<file path="src/rtl/muldiv_ctrl_if.sv">
// muldiv_ctrl_if: EXE request/response, multiplier and divider handshakes
// for the mul/div sequencing controller. The controller takes the slave side.
interface muldiv_ctrl_if;
    // EXE request side
    logic        req_valid;
    logic [3:0]  req_op;
    logic [31:0] req_src1;
    logic [31:0] req_src2;
    logic        cancel;
    logic        res_ack;
    // EXE response / architectural state
    logic        done;
    logic        busy;
    logic [31:0] res_lo;
    logic [31:0] res_hi;
    logic [31:0] hi;
    logic [31:0] lo;
    // pipelined multiplier
    logic        mul_start;
    logic        mul_signed;
    logic [31:0] mul_a;
    logic [31:0] mul_b;
    logic [63:0] mul_prod;
    // handshaked divider
    logic        div_tvalid;
    logic        div_tready;
    logic        div_signed;
    logic        div_dout_tvalid;
    logic [31:0] div_quot;
    logic [31:0] div_rem;

    modport slave (
        input  req_valid, req_op, req_src1, req_src2, cancel, res_ack,
        input  mul_prod, div_tready, div_dout_tvalid, div_quot, div_rem,
        output done, busy, res_lo, res_hi, hi, lo,
        output mul_start, mul_signed, mul_a, mul_b, div_tvalid, div_signed
    );

    modport master (
        output req_valid, req_op, req_src1, req_src2, cancel, res_ack,
        output mul_prod, div_tready, div_dout_tvalid, div_quot, div_rem,
        input  done, busy, res_lo, res_hi, hi, lo,
        input  mul_start, mul_signed, mul_a, mul_b, div_tvalid, div_signed
    );
endinterface

</file>
<file path="src/rtl/muldiv_ctrl.sv">
// muldiv_ctrl: EXE-stage mul/div sequencer owning the architectural HI/LO pair.
// Drives a fixed-latency multiplier (MUL_LAT cycles) and a handshaked divider,
// holds the result pending until EXE advances, and drains a cancelled divide.
// Optional macro MULDIV_ACC_EN enables MADD/MADDU/MSUB/MSUBU accumulate ops.
module muldiv_ctrl #(
    parameter int MUL_LAT = 2
) (
    input  logic         clk,
    input  logic         reset,
    muldiv_ctrl_if.slave bus
);
    typedef enum logic [2:0] {
        S_IDLE, S_MUL_WAIT, S_DIV_ISSUE, S_DIV_WAIT, S_DONE, S_DRAIN
    } state_t;

    localparam logic [3:0] OP_MULT  = 4'h0;
    localparam logic [3:0] OP_MULTU = 4'h1;
    localparam logic [3:0] OP_DIV   = 4'h2;
    localparam logic [3:0] OP_DIVU  = 4'h3;
    localparam logic [3:0] OP_MTHI  = 4'h4;
    localparam logic [3:0] OP_MTLO  = 4'h5;
    localparam logic [3:0] OP_MUL   = 4'h6;
`ifdef MULDIV_ACC_EN
    localparam logic [3:0] OP_MADD  = 4'h7;
    localparam logic [3:0] OP_MADDU = 4'h8;
    localparam logic [3:0] OP_MSUB  = 4'h9;
    localparam logic [3:0] OP_MSUBU = 4'hA;
`endif
    localparam logic [2:0] LP_LAT   = 3'(MUL_LAT);

    // Ops that go through the multiplier path
    function automatic logic f_is_mul(input logic [3:0] op);
        case (op)
            OP_MULT, OP_MULTU, OP_MUL: f_is_mul = 1'b1;
`ifdef MULDIV_ACC_EN
            OP_MADD, OP_MADDU, OP_MSUB, OP_MSUBU: f_is_mul = 1'b1;
`endif
            default: f_is_mul = 1'b0;
        endcase
    endfunction

    // Signed flavours of the multiply path
    function automatic logic f_mul_signed(input logic [3:0] op);
        case (op)
            OP_MULT, OP_MUL: f_mul_signed = 1'b1;
`ifdef MULDIV_ACC_EN
            OP_MADD, OP_MSUB: f_mul_signed = 1'b1;
`endif
            default: f_mul_signed = 1'b0;
        endcase
    endfunction

    state_t      r_state, w_next;
    logic [3:0]  r_op;
    logic [2:0]  r_cnt;
    logic [31:0] r_res_hi, r_res_lo, r_hi, r_lo;
    logic [3:0]  w_op;
    logic        w_accept, w_is_div, w_div0;
    logic [63:0] w_cap;

    // Latched op while pending keeps the signed controls stable after EXE moves on
    assign w_op     = (r_state == S_IDLE) ? bus.req_op : r_op;
    assign w_accept = (r_state == S_IDLE) && bus.req_valid && !bus.cancel;
    assign w_is_div = (bus.req_op == OP_DIV) || (bus.req_op == OP_DIVU);
    assign w_div0   = (bus.req_src2 == 32'd0);

    // State register
    always_ff @(posedge clk or posedge reset) begin
        if (reset) r_state <= S_IDLE;
        else       r_state <= w_next;
    end

    // Next-state logic; cancel outranks every other event
    always_comb begin
        w_next = r_state;
        case (r_state)
            S_IDLE: if (w_accept) begin
                if (f_is_mul(bus.req_op))     w_next = S_MUL_WAIT;
                else if (w_is_div && !w_div0) w_next = S_DIV_ISSUE;
                else                          w_next = S_DONE;
            end
            S_MUL_WAIT: begin
                if (bus.cancel)          w_next = S_IDLE;
                else if (r_cnt == 3'd1)  w_next = S_DONE;
            end
            S_DIV_ISSUE: begin
                // once the divider has taken operands its result must be drained
                if (bus.cancel)          w_next = bus.div_tready ? S_DRAIN : S_IDLE;
                else if (bus.div_tready) w_next = S_DIV_WAIT;
            end
            S_DIV_WAIT: begin
                if (bus.cancel)          w_next = bus.div_dout_tvalid ? S_IDLE : S_DRAIN;
                else if (bus.div_dout_tvalid) w_next = S_DONE;
            end
            S_DONE:  if (bus.cancel || bus.res_ack) w_next = S_IDLE;
            S_DRAIN: if (bus.div_dout_tvalid)      w_next = S_IDLE;
            default: w_next = S_IDLE;
        endcase
    end

    // FSM-derived outputs
    always_comb begin
        bus.done       = (r_state == S_DONE);
        bus.busy       = (r_state != S_IDLE);
        bus.div_tvalid = (r_state == S_DIV_ISSUE);
        bus.mul_start  = w_accept && f_is_mul(bus.req_op);
        bus.mul_signed = f_mul_signed(w_op);
        bus.div_signed = (w_op == OP_DIV);
    end

    assign bus.mul_a  = bus.req_src1;
    assign bus.mul_b  = bus.req_src2;
    assign bus.res_hi = r_res_hi;
    assign bus.res_lo = r_res_lo;
    assign bus.hi     = r_hi;
    assign bus.lo     = r_lo;

    // Value captured at the end of the multiply wait (accumulate ops fold in HI/LO)
    always_comb begin
        w_cap = bus.mul_prod;
`ifdef MULDIV_ACC_EN
        case (r_op)
            OP_MADD, OP_MADDU: w_cap = {r_hi, r_lo} + bus.mul_prod;
            OP_MSUB, OP_MSUBU: w_cap = {r_hi, r_lo} - bus.mul_prod;
            default: ;
        endcase
`endif
    end

    // Datapath: op latch, latency counter, pending result and HI/LO commit
    always_ff @(posedge clk or posedge reset) begin
        if (reset) begin
            r_op     <= 4'd0;
            r_cnt    <= 3'd0;
            r_res_hi <= 32'd0;
            r_res_lo <= 32'd0;
            r_hi     <= 32'd0;
            r_lo     <= 32'd0;
        end else begin
            case (r_state)
                S_IDLE: if (w_accept) begin
                    r_op <= bus.req_op;
                    if (f_is_mul(bus.req_op)) begin
                        r_cnt <= LP_LAT;
                    end else if (bus.req_op == OP_MTHI) begin
                        r_res_hi <= bus.req_src1;
                        r_res_lo <= r_lo;
                    end else if (bus.req_op == OP_MTLO) begin
                        r_res_hi <= r_hi;
                        r_res_lo <= bus.req_src1;
                    end else if (!(w_is_div && !w_div0)) begin
                        // divide-by-zero and illegal ops leave HI/LO as they are
                        r_res_hi <= r_hi;
                        r_res_lo <= r_lo;
                    end
                end
                S_MUL_WAIT: if (!bus.cancel) begin
                    if (r_cnt == 3'd1) {r_res_hi, r_res_lo} <= w_cap;
                    else               r_cnt <= r_cnt - 3'd1;
                end
                S_DIV_WAIT: if (!bus.cancel && bus.div_dout_tvalid) begin
                    r_res_lo <= bus.div_quot;
                    r_res_hi <= bus.div_rem;
                end
                S_DONE: if (!bus.cancel && bus.res_ack && r_op != OP_MUL) begin
                    r_hi <= r_res_hi;
                    r_lo <= r_res_lo;
                end
                default: ;
            endcase
        end
    end
endmodule

</file>
<file path="src/flat_wrapper.sv">
// flat-port wrapper written by rule: the top's interface ports become plain ports
module muldiv_ctrl_flat 
#(
    parameter int MUL_LAT = 2
)
  (clk, reset, bus_req_valid, bus_req_op, bus_req_src1, bus_req_src2, bus_cancel, bus_res_ack, bus_mul_prod, bus_div_tready, bus_div_dout_tvalid, bus_div_quot, bus_div_rem, bus_done, bus_busy, bus_res_lo, bus_res_hi, bus_hi, bus_lo, bus_mul_start, bus_mul_signed, bus_mul_a, bus_mul_b, bus_div_tvalid, bus_div_signed);
  muldiv_ctrl_if bus_i ();
  input  logic clk;
  input  logic reset;
  input wire logic [$bits(bus_i.req_valid)-1:0] bus_req_valid;
  input wire logic [$bits(bus_i.req_op)-1:0] bus_req_op;
  input wire logic [$bits(bus_i.req_src1)-1:0] bus_req_src1;
  input wire logic [$bits(bus_i.req_src2)-1:0] bus_req_src2;
  input wire logic [$bits(bus_i.cancel)-1:0] bus_cancel;
  input wire logic [$bits(bus_i.res_ack)-1:0] bus_res_ack;
  input wire logic [$bits(bus_i.mul_prod)-1:0] bus_mul_prod;
  input wire logic [$bits(bus_i.div_tready)-1:0] bus_div_tready;
  input wire logic [$bits(bus_i.div_dout_tvalid)-1:0] bus_div_dout_tvalid;
  input wire logic [$bits(bus_i.div_quot)-1:0] bus_div_quot;
  input wire logic [$bits(bus_i.div_rem)-1:0] bus_div_rem;
  output wire logic [$bits(bus_i.done)-1:0] bus_done;
  output wire logic [$bits(bus_i.busy)-1:0] bus_busy;
  output wire logic [$bits(bus_i.res_lo)-1:0] bus_res_lo;
  output wire logic [$bits(bus_i.res_hi)-1:0] bus_res_hi;
  output wire logic [$bits(bus_i.hi)-1:0] bus_hi;
  output wire logic [$bits(bus_i.lo)-1:0] bus_lo;
  output wire logic [$bits(bus_i.mul_start)-1:0] bus_mul_start;
  output wire logic [$bits(bus_i.mul_signed)-1:0] bus_mul_signed;
  output wire logic [$bits(bus_i.mul_a)-1:0] bus_mul_a;
  output wire logic [$bits(bus_i.mul_b)-1:0] bus_mul_b;
  output wire logic [$bits(bus_i.div_tvalid)-1:0] bus_div_tvalid;
  output wire logic [$bits(bus_i.div_signed)-1:0] bus_div_signed;
  assign bus_i.req_valid = bus_req_valid;
  assign bus_i.req_op = bus_req_op;
  assign bus_i.req_src1 = bus_req_src1;
  assign bus_i.req_src2 = bus_req_src2;
  assign bus_i.cancel = bus_cancel;
  assign bus_i.res_ack = bus_res_ack;
  assign bus_i.mul_prod = bus_mul_prod;
  assign bus_i.div_tready = bus_div_tready;
  assign bus_i.div_dout_tvalid = bus_div_dout_tvalid;
  assign bus_i.div_quot = bus_div_quot;
  assign bus_i.div_rem = bus_div_rem;
  assign bus_done = bus_i.done;
  assign bus_busy = bus_i.busy;
  assign bus_res_lo = bus_i.res_lo;
  assign bus_res_hi = bus_i.res_hi;
  assign bus_hi = bus_i.hi;
  assign bus_lo = bus_i.lo;
  assign bus_mul_start = bus_i.mul_start;
  assign bus_mul_signed = bus_i.mul_signed;
  assign bus_mul_a = bus_i.mul_a;
  assign bus_mul_b = bus_i.mul_b;
  assign bus_div_tvalid = bus_i.div_tvalid;
  assign bus_div_signed = bus_i.div_signed;
  muldiv_ctrl #(.MUL_LAT(MUL_LAT)) u_core (.clk(clk), .reset(reset), .bus(bus_i));
endmodule
</file>
<file path="config.mk">
export PLATFORM = sky130hd
export DESIGN_NAME = muldiv_ctrl_flat
export DESIGN_NICKNAME = d
export VERILOG_FILES = /design/src/rtl/muldiv_ctrl_if.sv /design/src/rtl/muldiv_ctrl.sv /design/src/flat_wrapper.sv
export SDC_FILE = /design/constraint.sdc
export NUM_CORES = 1
export LEC_CHECK = 0
export BUFFER_PORTS_ARGS = -buffer_cell sky130_fd_sc_hd__buf_2
export CAP_MARGIN = 30
export CORE_AREA = 5 5 154 156
export CTS_BUF_LIST = sky130_fd_sc_hd__clkbuf_16
export CTS_CLUSTER_SIZE = 25
export DETAILED_ROUTE_END_ITERATION = 10
export DIE_AREA = 0 0 159 161
export GPL_TIMING_DRIVEN = 0
export PLACE_DENSITY = 0.69
export SLEW_MARGIN = 25
export SYNTH_ARGS = -nofsm -noshare
export SYNTH_HDL_FRONTEND = slang
export SYNTH_SLANG_ARGS = --single-unit
</file>
<file path="constraint.sdc">
create_clock -name clk -period 3.8 [get_ports clk]
set_input_delay 0.38 -clock clk [delete_from_list [all_inputs] [get_ports clk]]
set_output_delay 0.38 -clock clk [all_outputs]
set_load 0.005 [all_outputs]
</file>
# Yosys cells after proc, flatten, opt, wreduce, memory -nomap -nowiden
# Index checks and enable logic that the tools add are counted.
[word_totals] elab_cells=103 output_inout_bits=198 reg_bits=138
[op_classes] add_sub_neg=1 n_reduce_logical=25 n_eq_ne=28 n_mux=42
[op_table] operator="$mux W32" n=16
[op_table] operator="$pmux W32 S3" n=2
[op_table] operator="$mux W3" n=17
[op_table] operator="$logic_not A32 Y1" n=1
[op_table] operator="$pmux W3 S6" n=1
[op_table] operator="$eq A4 B3 Y1 const B" n=4
[op_table] operator="$eq A4 B2 Y1 const B" n=3
[op_table] operator="$ne A2 B2 Y1 const B" n=5
[op_table] operator="$logic_not A4 Y1" n=2
[op_table] operator="$ne A2 B1 Y1 const B" n=4
[op_table] operator="$logic_and A1 B1 Y1" n=7
[op_table] operator="$reduce_and A7 Y1" n=1
[op_table] operator="$eq A3 B1 Y1 const B" n=2
[op_table] operator="$eq A3 B2 Y1 const B" n=2
[op_table] operator="$eq A3 B3 Y1 const B" n=2
[op_table] operator="$ne A3 B3 Y1 const B" n=2
[op_table] operator="$pmux W3 S2" n=1
[op_table] operator="$reduce_and A6 Y1" n=1
[op_table] operator="$reduce_bool A3 Y1" n=2
[op_table] operator="$reduce_and A5 Y1" n=1
[op_table] operator="$eq A4 B1 Y1 const B" n=1
[op_table] operator="$mux W1" n=4
[op_table] operator="$mux W4" n=1
[op_table] operator="$ne A4 B3 Y1 const B" n=1
[op_table] operator="other kinds (10)" n=13

# Longest topological paths before layout
[depth] depth_word=9 depth_mapped=7

# Worst setup path after synthesis
# No wires, ideal clock.
[synth_timing] path_kind="input port to flip-flop" start="input port bus_req_op[0]" end="register u_core.r_res_lo[0], in the netlist u_core.bus.res_lo[0]" required_time_ns=3.675 arrival_ns=1.784 setup_ns=0.125 path_slack_ns=1.891 stages=6 path_cell_list="clkbuf_1 nor4b_2 a211oi_2 o2111ai_4 buf_6 mux2_2"
[synth_between] elab_chain_cells=7 word_cells_on_any_way=21 classes_between="8 x eq/ne; 8 x mux; 5 x reduce/logical"
[synth_rtl] element="start, declared" line_no="flat_wrapper.sv:11" rtl="input wire logic [$bits(bus_i.req_op)-1:0] bus_req_op;"
[synth_rtl] element="$eq A4 B1 Y1, or another cell as far along" line_no="muldiv_ctrl.sv:33" rtl="case (op)"
[synth_rtl] element="$reduce_or A3 Y1" line_no="muldiv_ctrl.sv:33"
[synth_rtl] element="$mux W1" line_no="muldiv_ctrl.sv:33"
[synth_rtl] element="$mux W1" line_no="muldiv_ctrl.sv:141" rtl="S_IDLE: if (w_accept) begin"
[synth_rtl] element="$mux W1" line_no="muldiv_ctrl.sv:140" rtl="case (r_state)"
[synth_rtl] element="$ne A2 B2 Y1 (no line)"
[synth_rtl] element="$reduce_and A7 Y1 (no line)"
[synth_rtl] element="end signal, assigned" line_no="muldiv_ctrl.sv:147" rtl="r_res_lo <= r_lo;"
[synth_rtl] element="end signal, assigned" line_no="muldiv_ctrl.sv:150" rtl="r_res_lo <= bus.req_src1;"
[synth_rtl] element="end signal, assigned" line_no="muldiv_ctrl.sv:154" rtl="r_res_lo <= r_lo;"
[synth_rtl] element="end, declared" line_no="muldiv_ctrl.sv:56" rtl="logic [31:0] r_res_hi, r_res_lo, r_hi, r_lo;"
# Several ways; a longest one is shown, not always the timed one. The select of a mux whose other input is x is not followed.
# A chain may end at the register's enable or synchronous reset.

# Final worst setup path
[layout_timing] start="register u_core.r_state[1]" end="output port bus_div_tvalid"
[layout_between] elab_chain_cells=1
[layout_rtl] element="start, declared" line_no="muldiv_ctrl.sv:53" rtl="state_t r_state, w_next;"
[layout_rtl] element="start signal, assigned" line_no="muldiv_ctrl.sv:70" rtl="else r_state <= w_next;"
[layout_rtl] element="$eq A3 B2 Y1" line_no="muldiv_ctrl.sv:105" rtl="bus.div_tvalid = (r_state == S_DIV_ISSUE);"
[layout_rtl] element="end, declared" line_no="flat_wrapper.sv:31" rtl="output wire logic [$bits(bus_i.div_tvalid)-1:0] bus_div_tvalid;"
# Every way passes these cells.

==> metrics.yaml <==
status: "finished, final reports clean"
syn_area_mm2: 0.00809
wl_per_cell_um: 21.1
post-route-drc-count: 0
max-slew-margin-rel_pct: 36.8
dpl.cell_count: 1502
synth.distinct_cells: 46
synth.avg_cell_area_um2: 9.95
route.antenna.remaining_nets: 0
p_per_area_mw_per_mm2: 583
end_kind: "output port"
firstDrtPassIters: 5
critPathMaxStageDelay_ns: 0.53
layout_min_cycle_time_ns: 2.88
synthCells: 813
rsz0062_at_grt: "false"
via_per_inst: 5.17
slew_viol_final: 0
cpMostUsedCell: "buf_2"
ys_ff_latch: 138
timing.final.crit_share_pct: 75.7
critPathMaxFanout: 10
antenna_found_initial: 1
finalSetupViolations: 0
final_common_cell: "buf_2"
synth_seq_area_share_pct: 42.7
grt_pass1_wl_um: 49300
max_freq_mhz: 348
synth_edf_count: 0
path_cells: "buf_2 -> buf_2 -> clkbuf_1 -> nor3b_1 -> buf_2"
cts_made_buffers: 17
ir_worst_vdd_mv: 0.357
clock_skew_ns: 0.0126
syn_to_final_growth_pct: 38.0
die_w_um: 159
fillCellCount: 2161
overflow: 0
std_cell_rows: 55
hpwl_um: 25600
grt_usage_pct: 24.4
start_util_pct: 36.4
synth-main-ff-cell: "dfrtp_1"
cts_resized: 0
gp_congestion: 0.864
async_flop_share_pct: 100
routed_wl_um: 32400
min_path_type: "input port to flip-flop"
grt_max_degree: 31
tightest_slew_ns: 0.941
crit_family: "buffers and inverters"
seqCellArea_mm2: 0.00345
port_buffers: 399
htree_levels: 4
maxCapViolCount: 0
finalNonFillerCells: 1536
crit_type: "flip-flop to output port"
slowest_stage: "dfrtp_1"
cp-start-kind: "flip-flop"
yosysWarnings: 0
coreArea_mm2: 0.0222
syn_nets: 1018
required_ns: 3.42
die_h_um: 161
finalNetCount: 1442
cts_tree: "built"
dieArea_mm2: 0.0256
clk_latency_ns: 0.42
hold_viol: 0
arrival_ns: 2.50
ioPinCount: 401
cts-root-buf: "clkbuf_16"
p_leak_uw: 0.00574
drtIter0Drc: 488
drive_gt1_share_pct: 50.3
tns_ns: 0
path_buf_inv: 4
vias: 7942
cts.sink_count: 138
layout_common_cells: "buf_2, nand2_1, dfrtp_1, mux2_2, nor2b_1"
clk_path_buf_depth: 2
path_clk_slew_ns: 0.07
grt_pass1_vias: 8270
cts_setup_buffers: 0
multi_input_area_mm2: 0.00382
==> cell type report <==
class / count / share of cell area [%]
diodes: 1 / 0.0224
plain buffers: 125 / 7.12
clock buffers: 17 / 3.81
clock inverters: 15 / 1.55
inverters: 5 / 0.202
multi-input cells: 545 / 34.2
flip-flops and latches: 138 / 30.9
well taps: 285 / 3.19
repair buffers: 405 / 18.9
==> worst register-to-register path, cell delays in order, from the launching register on <==
cell and delay [ns]:
dfrtp_1 0.37, buf_2 0.21, nand2b_1 0.22, clkbuf_1 0.59, clkbuf_1 0.77, a211oi_1 0.17, a31oi_1 0.21, mux2_2 0.17
==> synthesized netlist by cell type (2+ instances only) <==
cell      number  area share, %
nand2_1      143            6.6
dfrtp_1      138             43
mux2_2        97             14
nor2b_1       67            5.2
a31oi_1       65            5.0
a211oi_1      64            5.9
buf_4         64            5.9
clkbuf_1      38            1.8
mux2_1        32            4.5
buf_2         14           0.87
nor2_1        12           0.56
buf_6          9            1.3
nor4_1         9           0.70
nand3_1        7           0.43
inv_1          5           0.23
o21ai_0        5           0.31
a21oi_1        3           0.19
nand2b_1       3           0.23
nor3b_1        3           0.28
a21o_1         2           0.19
a22oi_1        2           0.19
ha_1           2           0.31
nand3b_1       2           0.19
nand4_1        2           0.15
nor3_1         2           0.12
o211ai_1       2           0.19
or3_1          2           0.15
==> sequential cells by signal, summed over array words and instances, names as in the netlist <==
register / count
u_core.r_state: 3
u_core.r_op: 4
u_core.r_cnt: 3
u_core.bus.hi: 32
u_core.bus.lo: 32
u_core.bus.res_lo: 32
u_core.bus.res_hi: 32
==> routing by layer <==
layer | vias up | wire length (um) | GRT usage [%]
met2 | 381 | 16500 | 43.2
met1 | 3862 | 12600 | 29.8
met5 | - | 0 | 0
li1 | 3669 | - | -
met3 | 30 | 2810 | 6.74
met4 | 0 | 507 | 5.27
==> repair_timing <==
item	CTS	global route
endpoints found under the setup margin	0	0
hold buffers	1	0
endpoints found under the hold margin	8	0
==> power breakdown <==
group / switching [uW] / leakage [uW] / internal, uW
clock network: 756 / 0.000292 / 939
logic: 1130 / 0.00361 / 1220
registers: 428 / 0.00183 / 2030
total: 2310 / 0.00574 / 4190
==> stage by stage <==
stage	setup WS (ns)	hold WS [ns]	total power (uW)	instance area, um^2	utilization, %
detailed placement	0.977	0.342	4860	10600	47.5
finish	0.924	0.244	6500	11200	50.2
floorplan	1.70	0.442	3640	8090	-
global route	0.732	0.253	6900	11200	50.2
CTS	0.867	0.224	6570	11200	50.2
global placement	0.684	0.466	4770	10400	47.0
==> cells by family (layout without fill, tap and decap cells) <==
logic type / count (synthesis) / in the layout / share of synthesized area (%)
simple gates: 260 / 260 / 15.5
compound gates: 151 / 151 / 13.1
flops: 138 / 138 / 42.7
mux: 130 / 130 / 18.1
buf+inv: 130 / 567 / 10.1
fa+ha+maj: 2 / 2 / 0.309
xor+xnor: 2 / 2 / 0.217
other cells: 0 / 1 / 0
==> worst paths after layout <==
path / startpoint / endpoint / slack [ns] / depth (start not counted)
hold reg to reg: u_core.r_cnt[2]$_DFFE_PP0P_ / u_core.r_cnt[2]$_DFFE_PP0P_ / 0.49 / 1
max in group asynchronous: reset / u_core.bus.lo[26]$_DFFE_PP0P_ / 2.48 / 6
setup reg to reg: u_core.r_state[2]$_DFFE_PP0P_ / u_core.bus.res_lo[1]$_DFFE_PP0P_ / 1.02 / 7
min in group asynchronous: reset / u_core.bus.hi[7]$_DFFE_PP0P_ / 0.44 / 3
hold / removal: bus_req_op[3] / u_core.r_op[3]$_DFFE_PP0P_ / 0.24 / 3
setup / recovery: u_core.r_state[1]$_DFFE_PP0P_ / bus_div_tvalid / 0.92 / 5
Power figures use the tool's default switching activity.
